## src/rtl/seq_signed_divider.sv

```systemverilog
// -----------------------------------------------------------------------------
// seq_signed_divider
//
// Multi-cycle signed integer divider: quotient and remainder of two's-
// complement operands, computed with a radix-2 restoring algorithm on the
// operand magnitudes, one quotient bit per clock. Sits next to the
// combinational multi_op toolbox and talks valid/ready on both sides.
//
// Arithmetic: the quotient truncates toward zero and the remainder takes
// the sign of the dividend, so A = Q*B + R with |R| < |B|. Two operand
// pairs skip the iteration and finish in one cycle:
//   B == 0               -> Q = -1 (all ones), R = A[M-1:0], div_zero = 1
//   A == MIN, B == -1    -> Q = A, R = 0, ovf = 1
//
// Latency, counted from the cycle in which in_valid & in_ready is seen:
//   normal operands N+2 cycles, special operands 1 cycle.
//
// Parameters
//   N  dividend / quotient width (signed)
//   M  divisor / remainder width (signed), M <= N
//
// Ports
//   clk        rising-edge clock
//   rst_n      asynchronous active-low reset
//   abort      (only with DIV_ABORT_EN) drop the operation in flight
//   in_valid   operands valid
//   in_ready   divider idle and able to take operands
//   a          signed dividend, N bits
//   b          signed divisor, M bits
//   out_valid  result valid, held until out_ready
//   out_ready  consumer takes the result
//   q          signed quotient, N bits
//   r          signed remainder, M bits
//   div_zero   result came from a zero divisor
//   ovf        result came from MIN / -1
//
// Build option
//   DIV_ABORT_EN  adds the abort input. abort high while iterating or
//                 fixing signs returns to IDLE on the next edge; that
//                 operation never raises out_valid and q/r/flags keep
//                 their previous values. abort is ignored in IDLE/DONE.
// -----------------------------------------------------------------------------
module seq_signed_divider #(
  parameter int N = 64,
  parameter int M = 64
) (
  input  logic         clk,
  input  logic         rst_n,
`ifdef DIV_ABORT_EN
  input  logic         abort,
`endif
  input  logic         in_valid,
  output logic         in_ready,
  input  logic [N-1:0] a,
  input  logic [M-1:0] b,
  output logic         out_valid,
  input  logic         out_ready,
  output logic [N-1:0] q,
  output logic [M-1:0] r,
  output logic         div_zero,
  output logic         ovf
);

  // ---------------------------------------------------------------------------
  // Elaboration-time parameter checks
  // ---------------------------------------------------------------------------
  generate
    if (M > N) begin : g_bad_width
      $error("seq_signed_divider: M must not exceed N");
    end
    if (N < 2 || M < 1) begin : g_bad_size
      $error("seq_signed_divider: N must be >= 2 and M >= 1");
    end
  endgenerate

  localparam int CW = $clog2(N);

  typedef enum logic [1:0] {
    IDLE,
    ITER,
    FIX,
    DONE
  } state_t;

  state_t state_q, state_d;

  // ---------------------------------------------------------------------------
  // Operand and working registers
  // ---------------------------------------------------------------------------
  logic          sign_a_q;   // dividend sign, selects remainder negation
  logic          sign_b_q;   // divisor sign, with sign_a_q selects quotient negation
  logic [N-1:0]  dvd_q;      // |A|, consumed MSB first by shifting left
  logic [M-1:0]  dsr_q;      // |B|
  logic [M-1:0]  rem_q;      // partial remainder, always < |B| between steps
  logic [N-1:0]  quot_q;     // quotient magnitude, bits shifted in from the LSB
  logic [CW-1:0] cnt_q;      // iteration index 0..N-1

  // ---------------------------------------------------------------------------
  // Operand decode (IDLE)
  // ---------------------------------------------------------------------------
  logic         a_neg;
  logic         b_neg;
  logic [N-1:0] a_mag;
  logic [M-1:0] b_mag;
  logic         b_is_zero;
  logic         a_is_min;
  logic         b_is_m1;
  logic         is_special;

  assign a_neg      = a[N-1];
  assign b_neg      = b[M-1];
  // The most-negative value maps onto itself, which read unsigned is
  // exactly its magnitude, so no extra bit is needed.
  assign a_mag      = a_neg ? -a : a;
  assign b_mag      = b_neg ? -b : b;
  assign b_is_zero  = (b == '0);
  assign a_is_min   = (a == {1'b1, {(N-1){1'b0}}});
  assign b_is_m1    = &b;
  assign is_special = b_is_zero | (a_is_min & b_is_m1);

  // ---------------------------------------------------------------------------
  // One restoring step (ITER)
  // ---------------------------------------------------------------------------
  logic [M:0]   rem_shift;   // remainder with the next dividend bit appended
  logic         fits;        // trial subtraction is non-negative
  logic [M-1:0] rem_diff;
  logic         last_iter;

  assign rem_shift = {rem_q, dvd_q[N-1]};
  assign fits      = (rem_shift >= {1'b0, dsr_q});
  // When the divisor fits, the true difference is below |B| <= 2^(M-1),
  // so the low M bits of the modular subtraction are exact.
  assign rem_diff  = rem_shift[M-1:0] - dsr_q;
  assign last_iter = (cnt_q == CW'(N - 1));

  // ---------------------------------------------------------------------------
  // Sign fix-up (FIX)
  // ---------------------------------------------------------------------------
  logic [N-1:0] quot_fixed;
  logic [M-1:0] rem_fixed;

  assign quot_fixed = (sign_a_q ^ sign_b_q) ? -quot_q : quot_q;
  assign rem_fixed  = sign_a_q ? -rem_q : rem_q;

  // ---------------------------------------------------------------------------
  // Abort request, only honoured while an operation is in flight
  // ---------------------------------------------------------------------------
  logic abort_hit;

`ifdef DIV_ABORT_EN
  assign abort_hit = abort && ((state_q == ITER) || (state_q == FIX));
`else
  assign abort_hit = 1'b0;
`endif

  // ---------------------------------------------------------------------------
  // FSM: state register
  // ---------------------------------------------------------------------------
  // NOTE: clocked state uses non-blocking assignments so every register
  // samples the pre-edge values of the others, independent of block order.
  always_ff @(posedge clk or negedge rst_n) begin
    if (!rst_n) begin
      state_q <= IDLE;
    end else begin
      state_q <= state_d;
    end
  end

  // ---------------------------------------------------------------------------
  // FSM: next state and handshake outputs
  // ---------------------------------------------------------------------------
  logic accept;

  // NOTE: every output of this block gets a default before the case, so
  // no path leaves a signal unassigned and no latch is inferred.
  always_comb begin
    state_d   = state_q;
    in_ready  = 1'b0;
    out_valid = 1'b0;
    accept    = 1'b0;
    unique case (state_q)
      IDLE: begin
        in_ready = 1'b1;
        if (in_valid) begin
          accept  = 1'b1;
          state_d = is_special ? DONE : ITER;
        end
      end
      ITER: begin
        if (abort_hit) begin
          state_d = IDLE;
        end else if (last_iter) begin
          state_d = FIX;
        end
      end
      FIX: begin
        state_d = abort_hit ? IDLE : DONE;
      end
      DONE: begin
        out_valid = 1'b1;
        if (out_ready) begin
          state_d = IDLE;
        end
      end
      default: begin
        state_d = IDLE;
      end
    endcase
  end

  // ---------------------------------------------------------------------------
  // Datapath and result registers
  // ---------------------------------------------------------------------------
  // The result registers are written only by the special-case load and by
  // FIX; everywhere else they hold the last delivered result.
  always_ff @(posedge clk or negedge rst_n) begin
    if (!rst_n) begin
      sign_a_q <= 1'b0;
      sign_b_q <= 1'b0;
      dvd_q    <= '0;
      dsr_q    <= '0;
      rem_q    <= '0;
      quot_q   <= '0;
      cnt_q    <= '0;
      q        <= '0;
      r        <= '0;
      div_zero <= 1'b0;
      ovf      <= 1'b0;
    end else begin
      unique case (state_q)
        IDLE: begin
          if (accept) begin
            sign_a_q <= a_neg;
            sign_b_q <= b_neg;
            dvd_q    <= a_mag;
            dsr_q    <= b_mag;
            rem_q    <= '0;
            quot_q   <= '0;
            cnt_q    <= '0;
            if (b_is_zero) begin
              q        <= '1;
              r        <= a[M-1:0];
              div_zero <= 1'b1;
              ovf      <= 1'b0;
            end else if (a_is_min && b_is_m1) begin
              q        <= a;
              r        <= '0;
              div_zero <= 1'b0;
              ovf      <= 1'b1;
            end
          end
        end
        ITER: begin
          rem_q  <= fits ? rem_diff : rem_shift[M-1:0];
          quot_q <= {quot_q[N-2:0], fits};
          dvd_q  <= {dvd_q[N-2:0], 1'b0};
          cnt_q  <= cnt_q + CW'(1);
        end
        FIX: begin
          if (!abort_hit) begin
            q        <= quot_fixed;
            r        <= rem_fixed;
            div_zero <= 1'b0;
            ovf      <= 1'b0;
          end
        end
        default: begin
        end
      endcase
    end
  end

endmodule

```

## config.mk

```make
export PLATFORM = sky130hd
export DESIGN_NAME = seq_signed_divider
export DESIGN_NICKNAME = d
export VERILOG_FILES = /design/src/rtl/seq_signed_divider.sv
export SDC_FILE = /design/constraint.sdc
export NUM_CORES = 1
export LEC_CHECK = 0
export ABC_AREA = 1
export BUFFER_PORTS_ARGS = -buffer_cell sky130_fd_sc_hd__buf_4
export CAP_MARGIN = 20
export CORE_AREA = 2 2 267 295
export CTS_CLUSTER_DIAMETER = 30
export DETAILED_ROUTE_END_ITERATION = 6
export DIE_AREA = 0 0 269 297
export GPL_ROUTABILITY_DRIVEN = 1
export HOLD_SLACK_MARGIN = 0.03
export PLACE_DENSITY_LB_ADDON = 0.3
export REMOVE_ABC_BUFFERS = 1
export SYNTH_ARGS = -nofsm -noshare
export SYNTH_HDL_FRONTEND = slang
export SYNTH_SLANG_ARGS = --single-unit
```

## constraint.sdc

```tcl
create_clock -name clk -period 3 [get_ports clk]
set_input_delay 0.15 -clock clk [delete_from_list [all_inputs] [get_ports clk]]
set_output_delay 0.15 -clock clk [all_outputs]
set_load 0.1 [all_outputs]
```

; ---- Yosys cells after proc, flatten, opt, wreduce, memory -nomap -nowiden
; Index checks and enable logic that the tools add are counted.
[word_totals]
ff_bits = 396
[classes]
n_eq_ne = 10
add_sub_neg = 6
reduce_logical = 10
n_lt_le_gt_ge = 1
mux = 37
bitwise = 3
[op_table]
columns = cell, n
row1 = $mux W64, 13
row2 = $pmux W64 S2, 5
row3 = $neg A64 Y64, 4
row4 = $ge A65 B64 Y1, 1
row5 = $eq A64 B64 Y1 const B, 1
row6 = $logic_not A64 Y1, 1
row7 = $reduce_and A64 Y1, 1
row8 = $sub A64 B64 Y64, 1
row9 = $pmux W6 S2, 1
row10 = $mux W1, 10
row11 = $mux W2, 4
row12 = $ne A2 B2 Y1 const B, 4
row13 = $pmux W2 S4, 1
row14 = $add A6 B1 Y6 const B, 1
row15 = $eq A6 B6 Y1 const B, 1
row16 = $mux W6, 1
row17 = $reduce_and A3 Y1, 2
row18 = $eq A2 B2 Y1 const B, 2
row19 = $pmux W1 S2, 2
row20 = $reduce_and A2 Y1, 2
row21 = $reduce_bool A2 Y1, 2
row22 = $ne A3 B3 Y1 const B, 1
row23 = $eq A2 B1 Y1 const B, 1
row24 = $logic_not A2 Y1, 1
row25 = other kinds (4), 4

; ---- Depth between registers and ports, before layout
[depth]
ltp_word = 6
ltp_mapped = 19
ltp_nobuf = 18

; ---- Worst setup path after synthesis
; Ideal clock, no wire load.
[synth_path]
kind = register -> register
startpoint = register state_q[0]
endpoint = register dvd_q[27]
period_less_slack_ns = 2.814
slack_ns = 0.186
stages_incl_launch_ff = 11
required_ns = 2.854
setup_ns = 0.146
t_arrival_ns = 2.668
cell_sequence = dfrtp_1 inv_1 ha_1 buf_2 nand2_1 o21ai_1 inv_2 clkbuf_1 clkbuf_1 nand2_1 o221ai_1
[synth_between]
elab_chain_len = 4
word_cells_on_any_way = 7
cone_classes = eq/ne (2) / mux (2) / reduce/logical (3)
[synth_rtl]
columns = element, line_no
row1 = "start, declared", 85  ; state_t state_q, state_d;
row2 = "start signal, assigned", 165  ; state_q <= state_d;
row3 = $logic_not A2 Y1, "181, 230"
row4 = $mux W1, 181  ; unique case (state_q)
row5 = $ne A2 B2 Y1 (no line), n/a
row6 = $reduce_and A2 Y1 (no line), n/a
row7 = "end signal, assigned", 235  ; dvd_q <= a_mag;
row8 = "end signal, assigned", 256  ; dvd_q <= {dvd_q[N-2:0], 1'b0};
row9 = "end, declared", 92  ; logic [N-1:0] dvd_q;
; Parallel ways exist; a longest one is shown, timed or not.
; A chain may end at the register's enable or synchronous reset.

; ---- Worst setup path in the final report
[layout_path]
startpoint = input port b[0]
endpoint = register dsr_q[58]
[layout_between]
elab_chain_len = 2
[layout_rtl]
columns = element, line_no
row1 = "start, declared", 55  ; input logic [M-1:0] b,
row2 = $neg A64 Y64, 115  ; assign b_mag = b_neg ? -b : b;
row3 = $mux W64, 115
row4 = "end signal, assigned", 236  ; dsr_q <= b_mag;
row5 = "end, declared", 93  ; logic [M-1:0] dsr_q;
; No other way between the ends.

==> reports/results.ini <==
[yosys]
synth_top_flop_cell = dfrtp_1
ys_warn_count = 0
synth.top_cell.area_share_pct = 30.9
synth_edf_count = 0
ys_async_sr_fraction_pct = 100
synth_area_per_cell_um2 = 6.00
synth_area_leader_cell = dfrtp_1
synth_area_leaders = dfrtp_1 31%, nand2_1 23%, inv_1 8.5%, nor2_1 7.1%, nand3_1 7.0%
synth-seq-cells = 396
synthCells = 5341
synth_area_um2 = 32000
synthTopCellsByCount = 1998 x nand2_1, 725 x inv_1, 608 x nor2_1
synth_cell_types = 49
yosysSeqAreaShare_pct = 30.9
yosysMostFrequentCell = nand2_1

[cells_and_area]
multiInputGateArea_um2 = 18600
seq_area_um2 = 9910
final_area_um2 = 40700
nNetsFinal = 6002
area_growth_pct = 27.2
drive_gt1_share_pct = 10.8
fillers = 7899
diodes = 0
layout.cells.non_filler = 6915

[status]
violations = DRC
status = complete, but fails checks

[sta]
finalCritPeriodShare_pct = 95.7
setup_viol = 0
layout_min_cycle_time_ns = 2.87
hold_slack_ns = 0.0703
finClkSkew_ns = 0.0526
rsz0062_at_grt = false
relSlewSlack_pct = 28.8
fmax_mhz = 348
final_hold_viol_count = 0
drv_slew = 0
tightest_slew_ns = 1.07

[detailed_routing]
vias = 36435
wl_met1_um = 53400
wl_um = 135000
wl_met3_um = 8050
drt_iter0_markers = 3368
drc = 4
dr.pass1.iters = 7
vias_per_cell = 5.27
wl_met2_um = 64400
wl_per_cell_um = 19.5
antenna_left = 0
dr.max_layer_used = met4

[global_routing]
grt_pass1_vias = 35547
grt-ovfl-total = 0
grt_pass1_wl_um = 206000
groute.usage.overall_pct = 33.5
antenna_found_initial = 1
grt_max_degree = 139

[floorplanning]
ioPinCount = 264
fp.dieArea_um2 = 79900
fp-row-count = 107
die_h_um = 297
floorplan.initialDensity_pct = 41.6
core-area_um2 = 77000
fp.dieW_um = 269

[hold_path]
hold_depth = 5
hold_path_class = input pin to flip-flop

[clocking]
cts.clk_slew.worst_paths_ns = 0.05
htreeDepth = 3
clk_latency_ns = 0.69
cts_tree = yes
postCtsSetupBuffers = 0
cts_inserted_buffers = 98
cts_buffer_depth = 3
clockRootBuffer = clkbuf_16
cts_sinks = 396

[power_and_ir_drop]
p_leak_uw = 0.0221
power_density_nw_per_um2 = 1440
p_total_uw = 58500
irDropWorstVdd_v = 0.00116

[place]
place_area_um2 = 35700
io_buffers = 263
hpwl_um = 105000
gp_congestion = 1.03
placedCellCount = 6594

[setup_path]
critPathKind = input pin to flip-flop
crit_required_ns = 3.60
endpoint_kind = flip-flop
reg2reg_depth = 12
start_kind = input pin
crit_arrival_ns = 3.47
critPathMaxFanout = 4

[job]
drv_cap = 0

## logic make-up after synthesis
logic type,synth area share (%)
buffers and inverters,11.3
AO/OA/AOI/OAI,9.97
flip-flops,30.9
AND/OR/NAND/NOR,42.1
XOR/XNOR,2.76
adder cells (fa/ha/maj),2.95
## state kept, by name, indices dropped and copies added, names as in the netlist
signal	flops
state_q	2
q	64
ovf	1
r	64
sign_b_q	1
rem_q	64
cnt_q	6
dvd_q	64
div_zero	1
quot_q	64
sign_a_q	1
dsr_q	64
## layer usage
metal	GRT usage, %	vias up
met5	0	-
met4	20.7	0
met3	4.30	379
met2	56.7	1424
met1	40.1	16824
li1	-	17808
## cell type report
type,count,share of cell area (%)
Clock inverter,66,2.45
Tap cell,1035,3.18
Inverter,743,6.86
Multi-Input combinational cell,4036,45.6
Clock buffer,119,6.53
Timing Repair Buffer,520,11.1
Sequential cell,396,24.3
## cell usage in the layout, fill, tap and decap left out, types with 69 or more instances in the layout
master / instances
a21oi_1: 127
o21ai_0: 284
nor2_1: 601
dlygate4sd3_1: 134
nand2_1: 1994
xor2_1: 69
dfrtp_1: 395
inv_1: 723
nand3_1: 450
buf_4: 365
ha_1: 73
o22ai_1: 70
nand4_1: 91
clkbuf_16: 99
## where the power goes
| group | internal [uW] | total, uW | leakage [uW] | switching, uW |
|---|---|---|---|---|
| Combinational | 10300 | 37800 | 0.0151 | 27500 |
| Clock | 7910 | 11600 | 0.00176 | 3710 |
| Sequential | 7560 | 9130 | 0.00520 | 1570 |
| Total | 25800 | 58500 | 0.0221 | 32700 |
## per-stage QoR
stage,util [%],TNS [ns],setup slack (ns)
2_1_floorplan,-,-978.53,-4.78
3_3_place_gp,46.3,0,0.182
3_5_place_dp,46.3,0,0.207
4_1_cts,52.9,0,0.0254
5_1_grt,52.9,0,0.0167
6_report,52.9,0,0.128
## timing repair
action                                 4_1_cts  5_1_grt
endpoints found under the hold margin      612        0
hold buffers                               135        0
gates resized for setup                      0       10
setup endpoints to repair                    0       46
## critical path, stage by stage
cell and delay (ns):
dlygate4sd3_1 0.54, buf_4 0.14, inv_1 0.11, ha_1 0.19, nand3_1 0.17, nor2_4 0.19, nand2_1 0.15, nor2_4 0.19
nand2_1 0.18, xor2_1 0.18, nand2_1 0.06, dlygate4sd3_1 0.55, a31oi_1 0.13, dlygate4sd3_1 0.56
## worst paths after layout
kind,start,to,slack [ns]
worst min register to register,q[58],q[58],0.47
worst min-delay path,in_valid,dsr_q[54],0.07
max in group asynchronous,rst_n,r[61],1.74
worst max-delay path,b[0],dsr_q[58],0.13
worst max register to register,rem_q[0],r[20],0.16
min in group asynchronous,rst_n,r[5],0.49
Note: power is estimated with default switching activity, not from simulation.
